**config.mk**
```make
export PLATFORM = sky130hd
export DESIGN_NAME = xnor_match_arb
export DESIGN_NICKNAME = d
export VERILOG_FILES = /design/src/rtl/xnor_match_arb.sv
export SDC_FILE = /design/constraint.sdc
export NUM_CORES = 1
export LEC_CHECK = 0
export CORE_MARGIN = 4
export CORE_UTILIZATION = 48
export DETAILED_ROUTE_END_ITERATION = 10
export GPL_TIMING_DRIVEN = 0
export PLACE_DENSITY = 0.81
export SLEW_MARGIN = 20
export SYNTH_ARGS = -nofsm -noshare
export SYNTH_HDL_FRONTEND = slang
export SYNTH_SLANG_ARGS = --single-unit
```
**constraint.sdc**
```tcl
create_clock -name clk -period 2 [get_ports clk]
set_clock_uncertainty 0.05 [all_clocks]
set_input_delay 0.4 -clock clk [delete_from_list [all_inputs] [get_ports clk]]
set_output_delay 0.4 -clock clk [all_outputs]
set_load 0.02 [all_outputs]
```
**src/rtl/xnor_match_arb.sv**
```systemverilog
// Two-requester bit-serial XNOR match counter: 10 cycles/op, gnt->done 8 cycles; requests wait in IDLE until granted.
// Define XNOR_MATCH_RR_EN for round-robin contention; otherwise req[0] has fixed priority.
module xnor_match_arb (
  input  logic       clk,
  input  logic       rst,
  input  logic [1:0] req,
  input  logic [7:0] a0,
  input  logic [7:0] b0,
  input  logic [7:0] a1,
  input  logic [7:0] b1,
  output logic [1:0] gnt,
  output logic       busy,
  output logic       done,
  output logic       done_id,
  output logic [3:0] match_cnt,
  output logic       all_eq
);

  localparam logic [1:0] IDLE  = 2'd0;
  localparam logic [1:0] SHIFT = 2'd1;
  localparam logic [1:0] DONE  = 2'd2;

  logic [1:0] state;
  logic [7:0] a_sh;
  logic [7:0] b_sh;
  logic [2:0] k;
  logic [3:0] acc;
  logic [3:0] acc_next;
  logic       cur_id;
  logic       win_id;
  logic       bit_eq;

`ifdef XNOR_MATCH_RR_EN
  logic last_id;

  // On contention the requester not served last wins; reset makes requester 0 next.
  always_comb win_id = (req == 2'b11) ? ~last_id : ~req[0];

  always_ff @(posedge clk or posedge rst) begin
    if (rst) begin
      last_id <= 1'b1;
    end else if (state == IDLE && req != 2'b00) begin
      last_id <= win_id;
    end
  end
`else
  always_comb win_id = ~req[0];
`endif

  // Single XNOR per cycle on the LSBs of the captured operands.
  assign bit_eq   = ~(a_sh[0] ^ b_sh[0]);
  assign acc_next = acc + {3'b000, bit_eq};
  assign busy     = (state != IDLE);

  always_ff @(posedge clk or posedge rst) begin
    if (rst) begin
      state     <= IDLE;
      a_sh      <= 8'h00;
      b_sh      <= 8'h00;
      k         <= 3'd0;
      acc       <= 4'd0;
      cur_id    <= 1'b0;
      gnt       <= 2'b00;
      done      <= 1'b0;
      done_id   <= 1'b0;
      match_cnt <= 4'd0;
      all_eq    <= 1'b0;
    end else begin
      gnt <= 2'b00;
      case (state)
        IDLE: begin
          if (req != 2'b00) begin
            a_sh   <= win_id ? a1 : a0;
            b_sh   <= win_id ? b1 : b0;
            gnt    <= win_id ? 2'b10 : 2'b01;
            cur_id <= win_id;
            k      <= 3'd0;
            acc    <= 4'd0;
            state  <= SHIFT;
          end
        end
        SHIFT: begin
          a_sh <= {1'b0, a_sh[7:1]};
          b_sh <= {1'b0, b_sh[7:1]};
          acc  <= acc_next;
          k    <= k + 3'd1;
          if (k == 3'd7) begin
            match_cnt <= acc_next;
            all_eq    <= (acc_next == 4'd8);
            done_id   <= cur_id;
            done      <= 1'b1;
            state     <= DONE;
          end
        end
        DONE: begin
          done  <= 1'b0;
          state <= IDLE;
        end
        default: begin
          done  <= 1'b0;
          state <= IDLE;
        end
      endcase
    end
  end

endmodule

```
Word-level counts from Yosys, hierarchy flattened
Cells that the tools add are included.
- logic and storage cells: 49
- register bits: 35
- output and inout port bits: 10
- input bits: 36
- $add $sub $neg: 2
- reduce and logical (&&, ||, !) cells: 9
- eq/ne operators: 5
- multiplexer cells: 18
- bitwise operators: 4
- operators with widths (kind ; number):
    $mux W8 ; 4
    $pmux W8 S2 ; 2
    $mux W2 ; 5
    $reduce_and A2 Y1 ; 5
    $pmux W4 S2 ; 1
    $pmux W3 S2 ; 1
    $reduce_bool A2 Y1 ; 3
    $add A4 B1 Y4 ; 1
    $eq A4 B4 Y1 const B ; 1
    $mux W4 ; 1
    $ne A2 B2 Y1 const B ; 2
    $pmux W2 S2 ; 1
    $add A3 B1 Y3 const B ; 1
    $eq A3 B3 Y1 const B ; 1
    $mux W3 ; 1
    $not A1 Y1 ; 3
    $eq A2 B1 Y1 const B ; 1
    $logic_not A2 Y1 ; 1
    $pmux W1 S2 ; 1
    $mux W1 ; 1
    $xor A1 B1 Y1 ; 1

Depth between registers and ports, before layout
Gate-level depths: netlist of the first run.
- depth in word-level cells: 4
- depth in mapped cells: 6
- mapped depth without buffers: 6

Worst setup path before layout of the first run
Ideal clock, no wire load.
- path type: register to register
- start point: reg b_sh[0]
- end point: reg all_eq
- buffers on the path: 0
- required time: 1.874 ns
- arrival time: 1.569 ns
- clock period less this slack: 1.696 ns
- stages on the path, launching flop included: 7
- library setup time: 0.076 ns
- setup slack: 0.304 ns
- path through: dfrtp_1 -> xnor2_1 -> ha_1 -> ha_1 -> xor2_1 -> or4_1 -> o21ai_1
- cells in the longest elaborated chain, start to end: 4
- RTL lines (item ; line ; source):
    from (decl) ; 25 ; logic [7:0] b_sh;
    from (signal assigned) ; 74 ; b_sh <= win_id ? b1 : b0;
    from (signal assigned) ; 84 ; b_sh <= {1'b0, b_sh[7:1]};
    $xor A1 B1 Y1 ; 51 ; assign bit_eq = ~(a_sh[0] ^ b_sh[0]);
    $not A1 Y1 ; 51 ;
    $add A4 B1 Y4 ; 52 ; assign acc_next = acc + {3'b000, bit_eq};
    $eq A4 B4 Y1 ; 89 ; all_eq <= (acc_next == 4'd8);
    to (signal assigned) ; 89 ;
    to (decl) ; 16 ; output logic all_eq
No other way between the ends.
A chain may end at the register's enable or synchronous reset.

Worst setup path after layout of the first run
Ends and elaborated chain as after synthesis.

==> out/qor.yml, run 1 <==
layout:
  num-nets-final: 242
  design_area_um2: 2280
  instances_no_fill: 249
  area_growth_pct: 34.5
  seq_area_um2: 878
  fillers: 263
  finish.utilization: 0.679
  multi_input_area_um2: 736
  antenna_cells: 0
  drive_gt1_frac: 0.217
synth:
  synth_top_cell_area_share: 0.516
  async_flop_share: 1.00
  synth_area_um2: 1700
  ys_seq_elements: 35
  yosysTopAreaCell: "dfrtp_1"
  syn_nets: 191
  yosysSeqAreaShare: 0.516
  ys_top_cells_by_count: "dfrtp_1, o21ai_0, mux2_2"
  ys_types: 29
  synthMostInstantiatedCell: "dfrtp_1"
  synth_ff_type: "dfrtp_1"
  synth_cells: 151
  ys_warn_count: 0
  synth-edff-count: 0
  syn_avg_cell_area_um2: 11.2
  yosys-top-cells-area: "dfrtp_1, mux2_2, o21ai_0, o22ai_1, ha_1"
routing:
  firstDrtPassIters: 4
  vias: 1362
  wire_per_inst_um: 15.8
  drtIter0Drc: 81
  ant_nets: 0
  drt_wl_total_mm: 3.94
  drcViolationCount: 0
  viasPerCell: 5.47
global_routing:
  grt_busiest_layer: "met2"
  grt_use_met2: 0.343
  grtUsageTotal: 0.193
  grt_max_degree: 36
  grt_first_pass_wirelength_mm: 6.42
  grt_use_met3: 0.0300
  gr-total-overflow: 0
  antenna_found_initial: 0
  grt_pass1_vias: 1399
  met1_usage: 0.227
critical_path:
  cp_top_family: "simple AND/OR/NAND/NOR gates"
  critPathRequiredTime_ns: 2.23
  max_stage_delay_ns: 0.48
  slowest_stage: "or4_1"
  crit_top_cell: "ha_1"
  path_buf_inv: 0
  path_cells: "xnor2_1 -> ha_1 -> ha_1 -> xor2_1 -> or4_1 -> o21ai_1"
  cp-end-kind: "flop"
  start_kind: "flop"
  path_class: "reg -> reg"
  critPathArrivalTime_ns: 2.06
  critPathLaunch: "b_sh[0]"
  r2r-start: "b_sh[0]"
  crit_fanout: 3
place:
  io_buffers: 45
  placed_area_um2: 2210
  finalWeightedCongestion: 0.813
  place_hpwl_mm: 2.93
  dp_cells: 242
  place_ws_ns: -0.124
clock_tree:
  clk_pin_slew_ns: 0.10
  postCtsSetupRepairBufs: 0
  ctsRootBufferMaster: "clkbuf_4"
  cts_buffers: 5
  cts-htree-levels: 2
  cts.sink_count: 35
  clk_path_buf_depth: 2
  clock_latency_ns: 0.34
  cts_tree: "built"
die:
  core_area_um2: 3360
  die_w_um: 67.5
  die_area_um2: 4550
  top_level_ports: 46
  die_h_um: 67.5
  rows: 21
  initial_core_util: 0.505
power:
  powerDensity_nw_per_um2: 1280
  leakagePower_nw: 0.965
  ir_worst_vdd_mv: 0.809
  report.power.total_mw: 2.93
timing:
  max_freq_mhz: 545
  drv_slew: 0
  fin_crit_sh: 0.918
  rsz0062_at_grt: "no"
  tns_ns: 0
  worst-slew-pin-transition_ns: 0.694
  min_period_ns: 1.84
  hold_viol_final: 0
  setup_viol_count_final: 0
  slew_headroom: 0.536
  hold_slack_ns: 0.425
  fin_ws_ns: 0.164
run_status:
  outcome: "finished clean"
job:
  max_cap_violations: 0
min_path:
  hold_class: "in -> async"
[layer usage]
metal  share of wire  up-vias
li1                -      658
met1            0.41      663
met2            0.52       33
met3           0.042        8
met4           0.022        0
met5               0        -
[power breakdown]
group / switching (mW) / internal, mW / leakage, nW
clock: 0.240 / 0.205 / 0.0375
combinational: 0.622 / 0.662 / 0.490
sequential: 0.185 / 1.02 / 0.437
total: 1.05 / 1.89 / 0.965
[area by class of cell]
class / count / share of cell area
flip-flops and latches: 35 / 0.385
clock buffers: 7 / 0.0285
repair buffers: 45 / 0.197
multi-input cells: 100 / 0.322
plain buffers: 10 / 0.0312
well taps: 46 / 0.0252
clock inverters: 1 / 0.00329
inverters: 5 / 0.00822
[worst register-to-register path, delay by kind of cell (launching register included)]
| kind | cells | cell delay, ns |
|---|---|---|
| AOI/OAI and AO/OA | 1 | 0.12 |
| xor gates and xnor gates | 2 | 0.31 |
| and+or+nand+nor | 1 | 0.48 |
| adders and majority gates | 2 | 0.41 |
| DFF | 1 | 0.40 |
[cell families (layout without fill, tap and decap cells)]
kind of cell               count (synthesis)  count (layout)  synth area share
AOI/OAI and AO/OA                         58              58             0.202
adders and majority gates                  4               4            0.0295
DFF                                       35              35             0.516
xor gates and xnor gates                   3               3            0.0155
buffers and inverters                     16              68            0.0553
and+or+nand+nor                           15              15            0.0501
muxes                                     20              20             0.132
[placed cells by master, fill, tap and decap left out, types with 2 or more instances in the layout]
cell type        instances
dfrtp_1                 33
nand2_1                  5
clkbuf_8                 2
mux2_2                  19
o22ai_1                 14
buf_6                    2
o21ai_1                  3
xor2_1                   2
dfrtp_2                  2
a21oi_1                  2
a22o_1                   4
ha_1                     4
inv_1                    4
clkbuf_1                 3
a22o_2                   2
nor2_1                   2
buf_2                    3
clkdlybuf4s50_1         44
clkbuf_4                 5
o21ai_0                 31
[flip-flops by register name (all words and copies together) (netlist names)]
register   cells
cur_id         1
gnt            2
match_cnt      4
done           1
a_sh           8
k              3
acc            4
state          2
all_eq         1
done_id        1
b_sh           8
[path summary, 6_finish.rpt]
path / endpoint / slack, ns / cells past startpoint
max in group asynchronous: state[1] / 0.99 / 2
worst max-delay path: all_eq / 0.16 / 6
min in group clk: all_eq / 0.44 / 2
worst max register to register: all_eq / 0.16 / 6
worst min-delay path: done / 0.42 / 2
worst min register to register: all_eq / 0.44 / 2
[repair_timing]
| action | in CTS | in global routing |
|---|---|---|
| setup endpoints to repair | 1 | 0 |
| hold buffers | 0 | 0 |
| resized for setup | 5 | 0 |
| endpoints found under the hold margin | 0 | 0 |
No activity file was read; power rests on OpenSTA's default activity.
==> inputs of run 2 (changes only) <==
--- a/config.mk
+++ b/config.mk
@@ -5,11 +5,12 @@
 export SDC_FILE = /design/constraint.sdc
 export NUM_CORES = 1
 export LEC_CHECK = 0
-export CORE_MARGIN = 4
+export CORE_MARGIN = 8
 export CORE_UTILIZATION = 48
 export DETAILED_ROUTE_END_ITERATION = 10
 export GPL_TIMING_DRIVEN = 0
 export PLACE_DENSITY = 0.81
+export SETUP_SLACK_MARGIN = 0.15
 export SLEW_MARGIN = 20
 export SYNTH_ARGS = -nofsm -noshare
 export SYNTH_HDL_FRONTEND = slang
==> constraint.sdc (replaced) <==
create_clock -name clk -period 2 [get_ports clk]
set_clock_uncertainty 0.05 [all_clocks]
set_input_delay 0.2 -clock clk [delete_from_list [all_inputs] [get_ports clk]]
set_output_delay 0.2 -clock clk [all_outputs]
set_load 0.02 [all_outputs]
==> out/qor.yml, run 2 (synthesis results as in run 1) <==
critical_path:
  cp-end-kind: "flop"
  start_kind: "flop"
  critPathArrivalTime_ns: 2.05
  crit_fanout: 3
  critPathLaunch: "b_sh[0]"
  r2r-start: "b_sh[0]"
  path_class: "reg -> reg"
  critPathRequiredTime_ns: 2.23
routing:
  ant_nets: 0
  wire_per_inst_um: 16.9
  highest_layer: "met4"
  vias: 1386
  drtIter0Drc: 81
  firstDrtPassIters: 4
  drt_wl_total_mm: 4.22
  wl_met2_mm: 2.19
  drcViolationCount: 0
  wl_met1_mm: 1.76
  routed-wl-met3_um: 178
  viasPerCell: 5.54
layout:
  top_regs: "a_sh (8), b_sh (8)"
  multi_input_area_um2: 752
  drive_gt1_frac: 0.221
  area_growth_pct: 36.4
  final_cell_mix: "clkdlybuf4s50_1, dfrtp_1, o21ai_0"
  num-nets-final: 243
  final_common_cell: "clkdlybuf4s50_1"
  seq_area_um2: 876
  fillers: 263
  antenna_cells: 0
power:
  leakagePower_nw: 0.991
  ir_worst_vdd_mv: 0.765
  powerDensity_nw_per_um2: 1320
clock_tree:
  ctsRootBufferMaster: "clkbuf_4"
  clk_path_buf_depth: 2
  cts_hold_buf: 0
  cts-htree-levels: 2
  cts_buffers: 5
  clk_pin_slew_ns: 0.11
  clock_latency_ns: 0.34
  cts.sink_count: 35
  cts_tree: "built"
  postCtsSetupRepairBufs: 0
timing:
  drv_slew: 0
  rsz0062_at_grt: "yes"
  max_freq_mhz: 549
  slew_headroom: 0.528
  min_period_ns: 1.82
  tns_ns: 0
  worst-slew-pin-transition_ns: 0.707
  hold_viol_final: 0
  hold_slack_ns: 0.229
  setup_viol_count_final: 0
  fin_crit_sh: 0.911
global_routing:
  antenna_found_initial: 0
  grt_pass1_vias: 1435
  grt_max_degree: 36
  grt_first_pass_wirelength_mm: 6.64
  grtUsageTotal: 0.156
  gr-total-overflow: 0
job:
  max_cap_violations: 0
place:
  finalWeightedCongestion: 0.791
  place_hpwl_mm: 3.18
  io_buffers: 45
die:
  initial_core_util: 0.505
  rows: 21
  top_level_ports: 46
  die_h_um: 75.5
  core_area_um2: 3360
  die_area_um2: 5700
  die_w_um: 75.5
run_status:
  outcome: "finished clean"
min_path:
  hold_class: "in -> async"
==> run 2: final timing paths <==
check	end	slack, ns	depth (start not counted)
setup / recovery	all_eq	0.18	6
setup reg to reg	all_eq	0.18	6
hold / removal	done	0.23	2
min in group clk	all_eq	0.45	2
hold reg to reg	all_eq	0.45	2
max in group asynchronous	a_sh[7]	1.21	2
==> run 2: critical path, cell delays in order, from the launching register on <==
cell and delay, ns:
dfrtp_1 0.42, xnor2_2 0.15, ha_2 0.19, ha_1 0.19, xor2_1 0.17, or4_1 0.48, o21ai_1 0.12
==> run 2: timing repair <==
action | in CTS | in global routing
pin swaps | 0 | 1
setup endpoints to repair | 1 | 5
resized for setup | 4 | 3
==> run 2: metrics by stage <==
step,cell area [um2],cells,util,setup slack [ns],power (mW)
floorplan,1700,151,-,0.304,2.04
global placement,2210,242,0.656,0.121,2.42
detailed placement,2210,242,0.656,0.0944,2.50
CTS,2300,250,0.684,0.158,3.04
global route,2320,250,0.689,0.137,3.25
finish,2320,250,0.689,0.178,3.05
==> run 2: final cells by class <==
class	instances	area share
Inverter	5	0.00810
Buffer	11	0.0330
Timing Repair Buffer	45	0.194
Sequential cell	35	0.378
Clock inverter	2	0.0151
Tap cell	46	0.0249
Clock buffer	6	0.0222
Multi-Input combinational cell	100	0.325
==> run 2: where the power goes <==
| part | total [mW] | switching [mW] | internal (mW) |
|---|---|---|---|
| clock | 0.526 | 0.230 | 0.295 |
| sequential | 1.20 | 0.185 | 1.02 |
| combinational | 1.32 | 0.639 | 0.682 |
| total | 3.05 | 1.05 | 1.99 |
==> run 2: layer usage <==
metal  track usage  vias to the layer above
met5             0                        -
met4         0.104                        0
met3        0.0329                        8
met2         0.259                       28
met1         0.176                      689
li1              -                      661
